--- src/rtl/vga_scanout.sv ---
// 640x480 VGA scanout from a 320x240, 6-bit framebuffer, with every source pixel doubled 2x2.
// Optional colour-bar generator enabled by defining SCANOUT_TESTPAT_EN (adds the test_mode input).
module vga_scanout #(
   parameter int H_VISIBLE = 640,
   parameter int H_FRONT   = 16,
   parameter int H_SYNC    = 96,
   parameter int H_BACK    = 48,
   parameter int V_VISIBLE = 480,
   parameter int V_FRONT   = 10,
   parameter int V_SYNC    = 2,
   parameter int V_BACK    = 33
) (
   input  logic        clock,
   input  logic        resetn,
`ifdef SCANOUT_TESTPAT_EN
   input  logic        test_mode,
`endif
   output logic [16:0] mem_addr,
   output logic        mem_rden,
   input  logic [5:0]  mem_data,
   output logic [7:0]  VGA_R,
   output logic [7:0]  VGA_G,
   output logic [7:0]  VGA_B,
   output logic        VGA_HS,
   output logic        VGA_VS,
   output logic        VGA_BLANK_N,
   output logic        VGA_CLK,
   output logic        frame_tick
);

   localparam int H_TOTAL = H_VISIBLE + H_FRONT + H_SYNC + H_BACK;
   localparam int V_TOTAL = V_VISIBLE + V_FRONT + V_SYNC + V_BACK;

   localparam logic [9:0] H_VIS      = 10'(H_VISIBLE);
   localparam logic [9:0] V_VIS      = 10'(V_VISIBLE);
   localparam logic [9:0] H_LAST     = 10'(H_TOTAL - 1);
   localparam logic [9:0] V_LAST     = 10'(V_TOTAL - 1);
   localparam logic [9:0] V_VIS_LAST = 10'(V_VISIBLE - 1);
   localparam logic [9:0] HS_FIRST   = 10'(H_VISIBLE + H_FRONT);
   localparam logic [9:0] HS_LAST    = 10'(H_VISIBLE + H_FRONT + H_SYNC - 1);
   localparam logic [9:0] VS_FIRST   = 10'(V_VISIBLE + V_FRONT);
   localparam logic [9:0] VS_LAST    = 10'(V_VISIBLE + V_FRONT + V_SYNC - 1);

   logic        pix_en;
   logic [9:0]  h_count;
   logic [9:0]  v_count;
   logic        visible;
   logic        h_sync_zone;
   logic        v_sync_zone;
   logic [16:0] addr_next;
   logic        vis_p;
   logic        hs_p;
   logic        vs_p;
   logic [5:0]  pix_data;
   logic [5:0]  colour_src;

`ifdef SCANOUT_TESTPAT_EN
   logic        tm_p;
   logic [2:0]  bar_p;

   function automatic logic [2:0] bar_index(input logic [9:0] h);
      logic [2:0] idx;
      idx = 3'd0;
      for (int i = 1; i < 8; i++) begin
         if (int'(h) >= i * 80) idx = 3'(i);
      end
      return idx;
   endfunction
`endif

   // y*320 + x as two shifts and an add.
   always_comb begin
      visible     = (h_count < H_VIS) && (v_count < V_VIS);
      h_sync_zone = (h_count >= HS_FIRST) && (h_count <= HS_LAST);
      v_sync_zone = (v_count >= VS_FIRST) && (v_count <= VS_LAST);
      addr_next   = {v_count[9:1], 8'd0} + {2'd0, v_count[9:1], 6'd0} + {8'd0, h_count[9:1]};
      colour_src  = pix_data;
`ifdef SCANOUT_TESTPAT_EN
      if (tm_p) colour_src = {{2{bar_p[2]}}, {2{bar_p[1]}}, {2{bar_p[0]}}};
`endif
   end

   // The read is issued on the half-period before the counters advance, the RAM word is
   // captured on the following half-period, and everything reaches the pins together one
   // pixel period after the counters that produced it.
   always_ff @(posedge clock or negedge resetn) begin
      if (!resetn) begin
         pix_en      <= 1'b0;
         h_count     <= '0;
         v_count     <= '0;
         mem_addr    <= '0;
         mem_rden    <= 1'b0;
         frame_tick  <= 1'b0;
         vis_p       <= 1'b0;
         hs_p        <= 1'b1;
         vs_p        <= 1'b1;
         pix_data    <= '0;
         VGA_R       <= '0;
         VGA_G       <= '0;
         VGA_B       <= '0;
         VGA_BLANK_N <= 1'b0;
         VGA_HS      <= 1'b1;
         VGA_VS      <= 1'b1;
`ifdef SCANOUT_TESTPAT_EN
         tm_p        <= 1'b0;
         bar_p       <= '0;
`endif
      end else begin
         pix_en     <= ~pix_en;
         frame_tick <= 1'b0;
         if (pix_en) begin
            mem_rden <= 1'b0;
            if (h_count == H_LAST) begin
               h_count <= '0;
               if (v_count == V_LAST) v_count <= '0;
               else                   v_count <= v_count + 10'd1;
               if (v_count == V_VIS_LAST) frame_tick <= 1'b1;
            end else begin
               h_count <= h_count + 10'd1;
            end
            vis_p <= visible;
            hs_p  <= ~h_sync_zone;
            vs_p  <= ~v_sync_zone;
`ifdef SCANOUT_TESTPAT_EN
            tm_p  <= test_mode;
            bar_p <= bar_index(h_count);
`endif
            VGA_BLANK_N <= vis_p;
            VGA_HS      <= hs_p;
            VGA_VS      <= vs_p;
            VGA_R       <= vis_p ? {4{colour_src[5:4]}} : 8'd0;
            VGA_G       <= vis_p ? {4{colour_src[3:2]}} : 8'd0;
            VGA_B       <= vis_p ? {4{colour_src[1:0]}} : 8'd0;
         end else begin
            mem_rden <= visible;
            if (visible) mem_addr <= addr_next;
            if (vis_p)   pix_data <= mem_data;
         end
      end
   end

   assign VGA_CLK = pix_en;

endmodule

--- config.mk ---
export PLATFORM = sky130hd
export DESIGN_NAME = vga_scanout
export DESIGN_NICKNAME = d
export VERILOG_FILES = /design/src/rtl/vga_scanout.sv
export SDC_FILE = /design/constraint.sdc
export NUM_CORES = 1
export LEC_CHECK = 0
export CAP_MARGIN = 0
export CELL_PAD_IN_SITES_DETAIL_PLACEMENT = 0
export CELL_PAD_IN_SITES_GLOBAL_PLACEMENT = 1
export CORE_MARGIN = 5
export CORE_UTILIZATION = 30
export DETAILED_ROUTE_END_ITERATION = 10
export GPL_TIMING_DRIVEN = 0
export PLACE_DENSITY_LB_ADDON = 0.1
export SLEW_MARGIN = 20
export SYNTH_ARGS = -nofsm -noshare
export SYNTH_HDL_FRONTEND = slang
export SYNTH_SLANG_ARGS = --single-unit
--- constraint.sdc ---
create_clock -name clock -period 6.05 [get_ports clock]
set_input_delay 1.21 -clock clock [delete_from_list [all_inputs] [get_ports clock]]
set_output_delay 1.21 -clock clock [all_outputs]
set_load 0.02 [all_outputs]
## After elaboration in Yosys (flattened, before gate mapping)

Index checks and enable logic that the tools add are counted.

| storage, ports and cells | value |
|---|---|
| register bits | 76 |
| bits of input ports | 8 |
| output and inout port bits | 47 |
| word-level logic and storage cells | 47 |

| operators by class | value |
|---|---|
| add/sub/neg operators | 4 |
| order comparisons | 6 |
| equal/unequal tests | 3 |
| multiplexer cells | 9 |
| bitwise operators | 3 |
| reduce and logical (&&, ||, !) cells | 6 |

Operator list:

| operator | number |
|---|---|
| 8-bit two-way mux | 3 |
| 10-bit by 1-bit adder with 10-bit output, second input constant | 2 |
| 10-bit == test, second input constant | 2 |
| 10-bit two-way mux | 2 |
| 17-bit by 15-bit adder with 17-bit output | 1 |
| 17-bit by 9-bit adder with 17-bit output | 1 |
| 10-bit by 9-bit == test with 1-bit output, second input constant | 1 |
| 10-bit greater-or-equal comparator, second input constant | 1 |
| 10-bit by 9-bit greater-or-equal comparator with 1-bit output, second input constant | 1 |
| 10-bit less-or-equal comparator, second input constant | 1 |
| 10-bit by 9-bit less-or-equal comparator with 1-bit output, second input constant | 1 |
| 10-bit less-than comparator, second input constant | 1 |
| 10-bit by 9-bit less-than comparator with 1-bit output, second input constant | 1 |
| 2-bit AND reduction | 3 |
| 1-bit two-way mux | 4 |
| 1-bit logical AND | 3 |
| 1-bit NOT | 3 |

## Logic depth before layout (Yosys ltp)

Gate-level depths: netlist of run 1.

| depth | value |
|---|---|
| depth after elaboration | 4 |
| depth in mapped cells | 8 |
| gate-level depth less buffers | 7 |

## Worst setup path after synthesis of run 1

Ideal clock, no wire load.

| timing path | value |
|---|---|
| path kind | register to register |
| start | register h_count[9] |
| end | register mem_addr[15] |
| library setup time | 95 ps |
| arrival | 2252 ps |
| required time | 5955 ps |
| slack | 3703 ps |
| cell stages (with the launch flop) | 7 |
| buffers on the path | 0 |
| clock period less this slack | 2347 ps |
| cells stage by stage | dfrtp_1 fa_1 fa_1 a211oi_1 o211ai_1 and3_1 o31ai_1 |

| on the way | value |
|---|---|
| word-level cells in the longest chain between the ends | 3 |
| elaborated cells on any way between the ends | 4 |
| those cells by class | 1 x add/sub; 1 x order compare; 2 x reduce/logical |

Ends and longest elaborated chain:

| item | line | RTL |
|---|---|---|
| start, declared | 45 | `logic [9:0] h_count;` |
| start signal, assigned | 119 | `h_count <= h_count + 10'd1;` |
| 10-bit less-than comparator | 73 | `visible = (h_count < H_VIS) && (v_count < V_VIS);` |
| 1-bit logical AND | 73 |  |
| 2-bit AND reduction (no source line) | -- |  |
| end signal, assigned | 136 | `if (visible) mem_addr <= addr_next;` |
| end, declared | 18 | `output logic [16:0] mem_addr,` |

Several ways; a longest one is shown, not always the timed one.
A chain may end at the register's enable or synchronous reset.

## Worst setup path after layout of run 1

| timing path | value |
|---|---|
| start | register VGA_HS |
| end | output port VGA_HS |

RTL lines:

| item | line | RTL |
|---|---|---|
| start, declared | 24 | `output logic VGA_HS,` |
| start signal, assigned | 129 | `VGA_HS <= hs_p;` |

No word-level cell between the ends.

==> impl_results.md, run 1 <==
- Status: complete, no violations
- Global route overflow: 0
- Critical-path cell list: clkdlybuf4s50_1
- CTS H-tree depth: 3
- Die width: 112 um
- Commonest cells after routing, fill and taps aside: dfrtp_1 (54), clkdlybuf4s50_1 (53), nand2_1 (40)
- R2r worst-path depth: 6
- Metal-1 WL: 3670 um
- First-pass GRT wire length: 12,100 um
- Max Fclk: 373 MHz
- Yosys warns: 0
- Worst reg2reg setup slack: 3.38 ns
- Largest net degree at the start of global routing: 39
- Clock Tree Buf Depth: 2
- CP top delay family: buffers and inverters
- Initial DRC Count: 88
- Cells resized by post-CTS repair: 0
- CP Max Fanout: 2
- RePlAce Congestion: 0.804
- Final hold viol count: 0
- Lkg Pwr: 1.89 nW
- Register area share after synthesis: 0.468
- Syn Nets: 345
- Flops & latches, synth: 58
- Layout cells sized above 1: 0.138
- CTS Sinks: 58
- DIE HEIGHT: 112 um
- Setup TNS: 0 ns
- Setup crit start kind: flip-flop
- Maxcap violations: 0
- Final #Nets: 411
- RR Endpoint: mem_addr[15]$_DFFE_PN0P_
- Hold_buf cts: 0
- DRC errors left: 0
- Hold path endpoint: mem_addr[7]$_DFFE_PN0P_
- I/O pins: 55
- Synthesized area: 3110 um2
- Fin util: 0.398
- Crit path DAT: 1.47 ns
- Yosys top cell by area: dfrtp_1
- Area share of the largest cell type after synthesis: 0.434
- Max-slew violation count: 0
- Rel. slew slack: 0.558
- Critical path data required time: 4.84 ns
- Yosys cell types: 41
- Area growth syn-to-layout: 30.7%
- Worst-skew pair later-pin latency: 0.34 ns
- Critical setup path kind: reg -> out
- R2r startpoint: v_count[3]$_DFFE_PN0P_
- Area contributors post-synth: dfrtp_1 (43%), ha_1 (8.4%), nand2_1 (4.8%), buf_4 (4.6%), dfstp_2 (3.4%)
- Cell Rows: 37
- Final setup viols: 0
- Clock-pin slew on the worst setup and hold paths: 0.07 ns
- CTS tree: built
- Total wire length: 7150 um
- Starting Density: 0.304
- GRT Overall Usage: 0.120
- Max incr delay on CP: 0.61 ns
- Tightest Pin Transition: 0.657 ns
- Met2 WL: 3130 um
- Hold Crit Start: mem_addr[7]$_DFFE_PN0P_
- Met3 routed WL: 234 um
- Clk root buf: clkbuf_8
- Vias in the first global route: 2,340
- WL per Instance: 13.7 um
- Min-delay worst type: reg -> reg
- Slowest-stage cell, CP: clkdlybuf4s50_1
- Port bufs: 54
- Core area: 10,200 um2
- Avg Cell Area, Syn: 9.91 um2
- DR vias/cell: 4.55
- RSZ-0062 raised after global routing: false
- Worst setup EP type: output pin
- Detailed placer's ending HPWL: 5290 um
- Commonest non-fill, non-tap cell in the layout: dfrtp_1
- Ant. Diodes: 0
- Antenna-violating nets left: 0
- Vias: 2,373
- Overall die area: 12,500 um2
- Synthesized instance count: 314
- Design Power: 0.861 mW
- Initial antenna violation count: 0
- PwrDens: 212 nW/um2
- CP startpoint: VGA_HS$_DFFE_PN1P_
- Final min period: 2.68 ns
- Peak supply drop: 0.0841 mV
- Drt first pass iters: 4
- TritonCTS Buffers: 9
- Worst Skew: 0.0130 ns
- Critical path buffer and inverter count: 1
- Top Metal Used: met4
- Hold Path Stages: 2
- Post-CTS setup buffers: 0
- Final period util: 0.443
- Min Hold Slack: 0.474 ns
## stage by stage
step           cell area (um2)  setup WS [ns]  instances
2_1_floorplan             3110           3.70        314
3_3_place_gp              3820           1.75        504
3_5_place_dp              3840           3.42        505
4_1_cts                   4070           3.33        521
5_1_grt                   4070           3.23        521
6_report                  4070           3.37        521
## kinds of logic (layout without fill, tap and decap cells)
group / Yosys count / after routing / synth area share
buf+inv: 47 / 118 / 0.0800
simple gates: 111 / 111 / 0.178
flops: 58 / 58 / 0.468
compound gates: 52 / 52 / 0.105
fa+ha+maj: 23 / 23 / 0.0973
mux: 9 / 9 / 0.0326
xor+xnor: 14 / 14 / 0.0394
## sequential cells by signal, indices dropped and copies added (netlist names), 2 cells and up
name	flops
mem_addr	17
VGA_G	2
colour_src	6
VGA_R	2
h_count	10
VGA_B	2
v_count	10
## synth_stat cells (all sizes together)
library cell / number
dfrtp: 54
nand2: 40
ha: 21
buf: 20
o21ai: 20
inv: 16
nand3: 16
nor2: 15
clkbuf: 11
xnor2: 11
mux2: 9
nand4: 9
a21oi: 7
nor3: 5
nor4: 5
or4: 5
a211oi: 4
a21o: 4
and3: 4
dfstp: 4
o211ai: 3
o21a: 3
o31ai: 3
xor2: 3
a211o: 2
a31oi: 2
and2: 2
and4: 2
fa: 2
nor2b: 2
or3: 2
a21boi: 1
a22o: 1
a31o: 1
nand4b: 1
nor4b: 1
o311ai: 1
or2: 1
or4b: 1
## per-layer routing
metal,vias to the layer above,global-route usage
li1,1222,-
met1,1106,0.168
met2,34,0.179
met3,11,0.0266
met4,0,0.0487
met5,-,0
## area by class of cell
cell class,instances,area (um2)
plain buffers,31,189
multi-input cells,209,1410
clock buffers,12,155
flip-flops and latches,58,1460
clock inverters,4,73.8
fillers,1018,6160
repair buffers,55,558
inverters,16,60.1
well taps,136,170
## report_power, final
part	switching, mW	internal (mW)
Clock	0.158	0.255
Combinational	0.0249	0.0283
Sequential	0.00344	0.392
## how the worst max path moves through the flow
stage,endpoint,slack [ns],depth (start not counted)
finish,VGA_HS,3.37,1
detailed placement,mem_addr[15]$_DFFE_PN0P_,3.42,6
CTS,VGA_B[6],3.33,2
global route,mem_addr[15]$_DFFE_PN0P_,3.23,6
floorplan,mem_addr[15]$_DFFE_PN0P_,3.70,6
global placement,VGA_G[5]$_DFFE_PN0P_,1.75,1
(Power assumes the default switching activity.)
==> run 2: changes to the inputs <==
==> constraint.sdc (replaced) <==
create_clock -name clock -period 2.6 [get_ports clock]
set_input_delay 0.52 -clock clock [delete_from_list [all_inputs] [get_ports clock]]
set_output_delay 0.52 -clock clock [all_outputs]
set_load 0.02 [all_outputs]
==> impl_results.md, run 2 (synthesis gave the netlist of run 1 again) <==
- Biggest register: mem_addr
- Drt first pass iters: 4
- Lkg Pwr: 1.90 nW
- Peak supply drop: 0.196 mV
- RSZ-0062 raised after global routing: false
- Die width: 112 um
- Design Power: 2.00 mW
- GRT Overall Usage: 0.120
- Met2 WL: 3160 um
- CTS H-tree depth: 3
- Final #Nets: 416
- Regs by FF count: mem_addr x17, h_count x10, v_count x10
- Vias in the first global route: 2,340
- Final hold viol count: 0
- DR vias/cell: 4.57
- I/O pins: 55
- CTS Sinks: 58
- Largest register FFs: 17
- Worst Skew: 0.0114 ns
- Initial DRC Count: 67
- Tightest Pin Transition: 0.648 ns
- Clock Tree Buf Depth: 2
- Maxcap violations: 0
- Layout cells sized above 1: 0.164
- Port bufs: 54
- Vias: 2,405
- Min-delay worst type: in -> async
- Setup TNS: 0 ns
- Post-route insts no fill: 526
- Top Metal Used: met4
- Total wire length: 7170 um
- Met3 routed WL: 235 um
- Commonest non-fill, non-tap cell in the layout: clkdlybuf4s50_1
- Antenna-violating nets left: 0
- Global route overflow: 0
- TritonCTS Buffers: 9
- RePlAce Congestion: 0.804
- Pre-CTS setup slack: -0.0266 ns
- Max Fclk: 414 MHz
- Clk root buf: clkbuf_8
- Commonest cells after routing, fill and taps aside: clkdlybuf4s50_1 (53), dfrtp_1 (51), nand2_1 (40)
- Final period util: 0.929
- Starting Density: 0.304
- Rel. slew slack: 0.564
- Worst setup EP type: flip-flop
- Final WS setup: 0.183 ns
- Critical setup path kind: reg -> reg
- Initial antenna violation count: 0
- CP Max Fanout: 7
- DRC errors left: 0
- Area growth syn-to-layout: 32.4%
- Overall die area: 12,500 um2
- Metal-1 WL: 3690 um
- Final setup viols: 0
- Worst-skew pair later-pin latency: 0.33 ns
- Inst Count DP: 505
- Final min period: 2.42 ns
- PwrDens: 485 nW/um2
- WL per Instance: 13.6 um
- Status: complete, no violations
- First-pass GRT wire length: 12,100 um
- Clock-pin slew on the worst setup and hold paths: 0.07 ns
- DIE HEIGHT: 112 um
- Critical path data required time: 2.82 ns
- Cell Rows: 37
- Max-slew violation count: 0
- Largest net degree at the start of global routing: 39
- Ant. Diodes: 0
- Setup crit start kind: flip-flop
- CTS tree: built
- Detailed placer's ending HPWL: 5290 um
- Core area: 10,200 um2
- Crit path DAT: 2.64 ns
run 2: final cells by class:
| cell class | instances | area, um2 |
|---|---|---|
| fill | 1020 | 6110 |
| sequential | 58 | 1460 |
| multi-input combinational | 209 | 1420 |
| timing repair buffer | 60 | 596 |
| buffer | 31 | 190 |
| tap | 136 | 170 |
| clock buffer | 12 | 155 |
| clock inverter | 4 | 73.8 |
| inverter | 16 | 60.1 |
run 2: critical path, cell delays in order (launching register included):
cell and delay [ns]:
dfrtp_2 0.46, fa_1 0.55, ha_1 0.34, a211o_1 0.28, a21boi_1 0.25, o311ai_0 0.15
a31o_2 0.28
run 2: per-layer routing:
layer,vias up,GRT usage
met3,9,0.0266
met5,-,0
li1,1231,-
met2,36,0.179
met1,1129,0.168
met4,0,0.0487
run 2: final timing paths:
path                                          from                  endpoint  slack, ns  cells after the start
min reg2reg                mem_addr[7]$_DFFE_PN0P_   mem_addr[7]$_DFFE_PN0P_       0.47                      2
min                                         resetn    v_count[6]$_DFFE_PN0P_       0.07                      1
min in group clock         mem_addr[7]$_DFFE_PN0P_   mem_addr[7]$_DFFE_PN0P_       0.47                      2
max in group asynchronous                   resetn        VGA_HS$_DFFE_PN1P_       1.97                      2
max reg2reg                 h_count[9]$_DFFE_PN0P_  mem_addr[14]$_DFFE_PN0P_       0.18                      6
max                         h_count[9]$_DFFE_PN0P_  mem_addr[14]$_DFFE_PN0P_       0.18                      6
run 2: where the power goes:
group	internal (mW)	switching, mW
Clock	0.593	0.364
Sequential	0.912	0.00798
Combinational	0.0659	0.0579
run 2: through the flow:
stage                     cell area, um2  hold slack [ns]   util
final                               4120           0.0706  0.403
after global routing                4120           0.0779  0.403
after CTS                           4080           0.0686  0.398
after detailed placement            3840            0.440  0.375
after global placement              3820            0.460  0.374
after floorplan                     3110            0.224      -
run 2: timing repair:
item                                   CTS  global route
resized for setup                        1             7
setup endpoints to repair                1            13
pin swaps                                0             2
hold buffers                             0             0
buffers inserted                         0             5
endpoints found under the hold margin    0             0
==> run 3: changes to the inputs <==
--- a/config.mk
+++ b/config.mk
@@ -9,10 +9,11 @@
 export CELL_PAD_IN_SITES_DETAIL_PLACEMENT = 0
 export CELL_PAD_IN_SITES_GLOBAL_PLACEMENT = 1
 export CORE_MARGIN = 5
-export CORE_UTILIZATION = 30
+export CORE_UTILIZATION = 25
 export DETAILED_ROUTE_END_ITERATION = 10
 export GPL_TIMING_DRIVEN = 0
 export PLACE_DENSITY_LB_ADDON = 0.1
+export SKIP_LAST_GASP = 1
 export SLEW_MARGIN = 20
 export SYNTH_ARGS = -nofsm -noshare
 export SYNTH_HDL_FRONTEND = slang
==> impl_results.md, run 3 (synthesis gave the netlist of run 1 again) <==
- Status: complete, no violations
- Crit path DAT: 2.71 ns
- Regs by FF count: mem_addr x17, h_count x10, v_count x10
- RePlAce Congestion: 0.777
- CTS Sinks: 58
- Worst-skew pair later-pin latency: 0.32 ns
- I/O pins: 55
- Final hold viol count: 0
- Core area: 12,100 um2
- CTS tree: built
- Most used cell, CP: fa_1
- Vias in the first global route: 2,459
- DR vias/cell: 4.42
- Largest net degree at the start of global routing: 47
- Critical path buffer and inverter count: 0
- RSZ-0062 raised after global routing: false
- Maxcap violations: 0
- Commonest non-fill, non-tap cell in the layout: clkdlybuf4s50_1
- WL per Instance: 13.8 um
- Final period util: 0.953
- DRC errors left: 0
- Slowest-stage cell, CP: fa_1
- Clock-pin slew on the worst setup and hold paths: 0.06 ns
- TritonCTS Buffers: 9
- Min-delay worst type: in -> async
- Initial DRC Count: 115
- Die width: 122 um
- Overall die area: 14,800 um2
- Design Power: 2.23 mW
- Final setup viols: 0
- Critical setup path kind: reg -> reg
- Detailed placer's ending HPWL: 5620 um
- CP top delay family: adder cells
- Max Fclk: 404 MHz
- Critical-path cell list: fa_1 -> fa_1 -> a211oi_2 -> o211ai_1 -> and3_1 -> o31ai_1
- Area growth syn-to-layout: 35.3%
- R2r startpoint: h_count[9]$_DFFE_PN0P_
- First-pass GRT wire length: 12,600 um
- Port bufs: 54
- Setup crit start kind: flip-flop
- GRT Overall Usage: 0.109
- Final min period: 2.48 ns
- Antenna-violating nets left: 0
- Peak supply drop: 0.328 mV
- Max incr delay on CP: 0.55 ns
- Drt first pass iters: 4
- Biggest register: mem_addr
- Largest register FFs: 17
- Critical path data required time: 2.83 ns
- Fin util: 0.348
- Final #Nets: 413
- Global route overflow: 0
- Vias: 2,455
- Max-slew violation count: 0
- Hold_buf cts: 0
- DIE HEIGHT: 122 um
- Starting Density: 0.257
- Ant. Diodes: 0
- Total wire length: 7630 um
- Layout cells sized above 1: 0.158
- CTS H-tree depth: 3
- Commonest cells after routing, fill and taps aside: clkdlybuf4s50_1 (53), dfrtp_1 (50), nand2_1 (40)
- Clock Tree Buf Depth: 2
- PwrDens: 530 nW/um2
- Rel. slew slack: 0.509
- Worst Skew: 0.00445 ns
- CP Max Fanout: 7
- Tightest Pin Transition: 0.730 ns
- Cell Rows: 40
- CP startpoint: h_count[9]$_DFFE_PN0P_
- Initial antenna violation count: 0
- Clk root buf: clkbuf_16
- Worst setup EP type: flip-flop
- Lkg Pwr: 1.92 nW
run 3: changes by cell type in the layout (fill, tap and decap cells not counted):
cell and delta:
clkbuf_8 -10, clkbuf_16 +9, buf_4 -3, clkinvlp_4 +2
buf_12 -1, buf_16 +1, bufinv_16 -1, clkinv_2 +1
clkinv_4 -1, dfrtp_1 -1, dfrtp_2 +1, fa_1 +1
fa_2 -1
run 3: layer usage:
| layer | track usage | up-vias | share of wire | wire [um] |
|---|---|---|---|---|
| met4 | 0.0336 | 0 | 0.012 | 89 |
| met2 | 0.173 | 35 | 0.47 | 3590 |
| met5 | 0 | - | 0 | 0 |
| met1 | 0.140 | 1194 | 0.48 | 3670 |
| met3 | 0.0367 | 4 | 0.037 | 283 |
| li1 | - | 1222 | - | - |
run 3: worst paths after layout:
check,cells after the start,to,slack [ns]
setup / recovery,6,mem_addr[15]$_DFFE_PN0P_,0.12
hold / removal,1,mem_addr[3]$_DFFE_PN0P_,0.05
setup reg to reg,6,mem_addr[15]$_DFFE_PN0P_,0.12
hold reg to reg,2,mem_addr[4]$_DFFE_PN0P_,0.47
max in group asynchronous,2,hs_p$_DFFE_PN1P_,2.00
min in group clock,2,mem_addr[4]$_DFFE_PN0P_,0.47
run 3: where the power goes:
| part | internal, mW | total, mW | leakage, nW | switching (mW) |
|---|---|---|---|---|
| logic | 0.0671 | 0.126 | 1.06 | 0.0584 |
| clock network | 0.764 | 1.19 | 0.142 | 0.424 |
| registers | 0.913 | 0.921 | 0.722 | 0.00778 |
| total | 1.74 | 2.23 | 1.92 | 0.490 |
run 3: repair_timing:
item,CTS,global route
pin swaps,0,1
endpoints found under the setup margin,2,9
buffers inserted,0,2
resized for setup,3,5
run 3: through the flow:
step	cells	setup slack, ns	TNS, ns	instance area (um2)	hold WS, ns
after floorplan	314	0.253	0	3110	0.224
after global placement	536	-1.13	-62.58	3860	0.462
after detailed placement	537	-0.0395	-0.0526	3890	0.394
after CTS	553	0.0410	0	4190	0.0378
after global routing	555	0.0267	0	4210	0.0444
final	555	0.123	0	4210	0.0464
run 3: cell type report:
| type | instances | area [um2] |
|---|---|---|
| Clock inverter | 5 | 55.1 |
| Timing Repair Buffer | 57 | 581 |
| Inverter | 16 | 60.1 |
| Buffer | 31 | 190 |
| Tap cell | 168 | 210 |
| Fill cell | 1301 | 7900 |
| Sequential cell | 58 | 1460 |
| Clock buffer | 11 | 243 |
| Multi-Input combinational cell | 209 | 1410 |
==> RTL change (settings of run 3) <==
`V_VISIBLE`: 480 -> 256.
--- a/src/rtl/vga_scanout.sv
+++ b/src/rtl/vga_scanout.sv
@@ -7,3 +7,3 @@
    parameter int H_BACK    = 48,
-   parameter int V_VISIBLE = 480,
+   parameter int V_VISIBLE = 256,
    parameter int V_FRONT   = 10,
Behaviour: same outputs for any inputs over 10 cycles, from zero or initial values and one cycle with resetn low; that may be too few to reach the edited logic, so the function may still have changed.
==> RTL change against run 3 <==
- sequential cell count did not move
- global-route usage fell by 0.41 points
- cell area fell by 2.3%
- wire length fell by 6.8%
- total power rose by 0.72%
- count of clock-buffer cells in the layout rose by 1
- fmax rose by 2.1%
- core utilization fell by 0.52 points
- sequential power barely moved
- setup slack improved by 0.050 ns
- hold slack improved by 0.023 ns
- area after synthesis fell by 1.7%
- critical endpoint is now mem_addr[13]
- largest cell class unchanged
==> RTL change: results (changes against run 3) <==
| Metric | Value |
|---|---|
| Status | `complete, no violations (unchanged)` |
| Largest net degree at the start of global routing | `41 (was 47)` |
| YS warnings | `0 (unchanged)` |
| Area contributors post-synth | `dfrtp_1, ha_1, buf_4 (was dfrtp_1, ha_1, nand2_1)` |
| Antenna violations before repair | `0 (unchanged)` |
| Post-CTS resize count | `0 (was 3)` |
| Hpwl dp | `5150 um (was 5620 um)` |
| Fillers | `1247 (was 1301)` |
| Reg2Reg Depth | `8 (was 6)` |
| R2r startpoint | `v_count[1] (was h_count[9])` |
| Final Hold Vio Count | `0 (unchanged)` |
| Vias in the first global route | `2335 (was 2459)` |
| Mapped Nets | `334 (was 345)` |
| Yosys cell types | `36 (was 41)` |
| Top flop regs | `mem_addr (17), h_count (10), v_count (10) (unchanged)` |
| Worst-Margin Slew | `0.595 ns (was 0.730 ns)` |
| Post-synthesis compound-gate area fraction | `8.38% (was 10.5%)` |
| Xor/xnor cell area share of the yosys netlist | `5.44% (was 3.94%)` |
| CTS buffer count | `9 (unchanged)` |
| PortBufs | `54 (unchanged)` |
| RePlAce Congestion | `0.713 (was 0.777)` |
| Hold_ws | `0.0691 ns (was 0.0464 ns)` |
| Ant. Diodes | `0 (unchanged)` |
| WL/cell | `13.7 um (was 13.8 um)` |
| Nets | `400 (was 413)` |
| Clk_skew | `0.00819 ns (was 0.00445 ns)` |
| Share of cells above drive strength 1 | `15.5% (was 15.8%)` |
| Register area share after synthesis | `47.6% (was 46.8%)` |
| Clock latency on the worst-skew pair | `~0.33 ns` |
| FF-to-FF End | `mem_addr[13] (was mem_addr[15])` |
| Largest fanout on the critical path | `8 (was 7)` |
| Worst reg-to-reg setup slack | `0.17 ns (was 0.12 ns)` |
| Number of H-tree levels | `3 (unchanged)` |
| Vias per std cell | `4.40 (was 4.42)` |
| Maximum VDD drop | `215 uV (was 328 uV)` |
| Asr flop ratio synth | `100% (unchanged)` |
| CTS Buffer Depth | `2 (unchanged)` |
| Post-CTS setup buffers | `0 (unchanged)` |
| First-pass GRT wire length | `12000 um (was 12600 um)` |
| Initial drt markers | `129 (was 115)` |
| GRT Util Overall | `10.5% (was 10.9%)` |
| Leakage | `1.92 nW (about the same)` |
| Post-synthesis mux area share | `3.68% (was 3.26%)` |
| CP Data Arrival Time | `2.63 ns (was 2.71 ns)` |
| Cell Area, Placed | `0.00381 mm^2 (was 0.00389 mm^2)` |
| Top cells by count, synth | `dfrtp_1, nand2_1, o21ai_0 (was dfrtp_1, nand2_1, ha_1)` |
| Pre-Repair DR Iteration Count | `4 (unchanged)` |
| Setup WS pre-CTS | `0.153 ns (was -0.0395 ns)` |
| Synth Area in Adders | `9.90% (was 9.73%)` |
[RTL change: cell type report]
cell class / instances / area share, %
clock buffers: 12 / 6.23
well taps: 147 / 4.47
flip-flops and latches: 58 / 35.4
clock inverters: 4 / 1.22
inverters: 19 / 1.73
repair buffers: 55 / 13.7
multi-input cells: 197 / 32.7
plain buffers: 29 / 4.53
[RTL change: per-layer routing]
metal | global-route usage, % | up-vias | part of all wire, %
li1 | - | 1146 | -
met1 | 13.8 | 1103 | 48
met2 | 16.4 | 32 | 47
met3 | 3.09 | 9 | 3.6
met4 | 3.61 | 0 | 1.6
met5 | 0 | - | 0
[RTL change: report_power, final]
| group | internal, mW | switching, mW | leakage [nW] |
|---|---|---|---|
| registers | 0.914 | 0.00809 | 0.729 |
| logic | 0.0671 | 0.0589 | 1.05 |
| clock network | 0.791 | 0.412 | 0.145 |
| total | 1.77 | 0.479 | 1.92 |
[RTL change: how the worst max path moves through the flow]
stage | start | end | slack (ns) | cells after the start
CTS | v_count[1] | mem_addr[13] | 0.14 | 8
detailed placement | v_count[1] | mem_addr[13] | 0.15 | 8
global placement | resetn | v_count[5] | -1.10 | 1
finish | v_count[1] | mem_addr[13] | 0.17 | 8
global route | v_count[1] | mem_addr[13] | 0.05 | 8
floorplan | h_count[9] | mem_addr[13] | 0.37 | 8
[RTL change: per-stage QoR]
| stage | util (%) | std cells |
|---|---|---|
| floorplan | - | 303 |
| global placement | 31.5 | 504 |
| detailed placement | 31.7 | 505 |
| CTS | 34.3 | 521 |
| global route | 34.3 | 521 |
| finish | 34.3 | 521 |
[RTL change: worst max-delay path: stages, from the launching register on]
cell,delay (ns)
dfrtp_1,0.49
fa_1,0.58
inv_1,0.07
fa_1,0.45
nor2b_1,0.16
o31ai_1,0.08
nand2_1,0.13
xor2_1,0.08
mux2_2,0.27
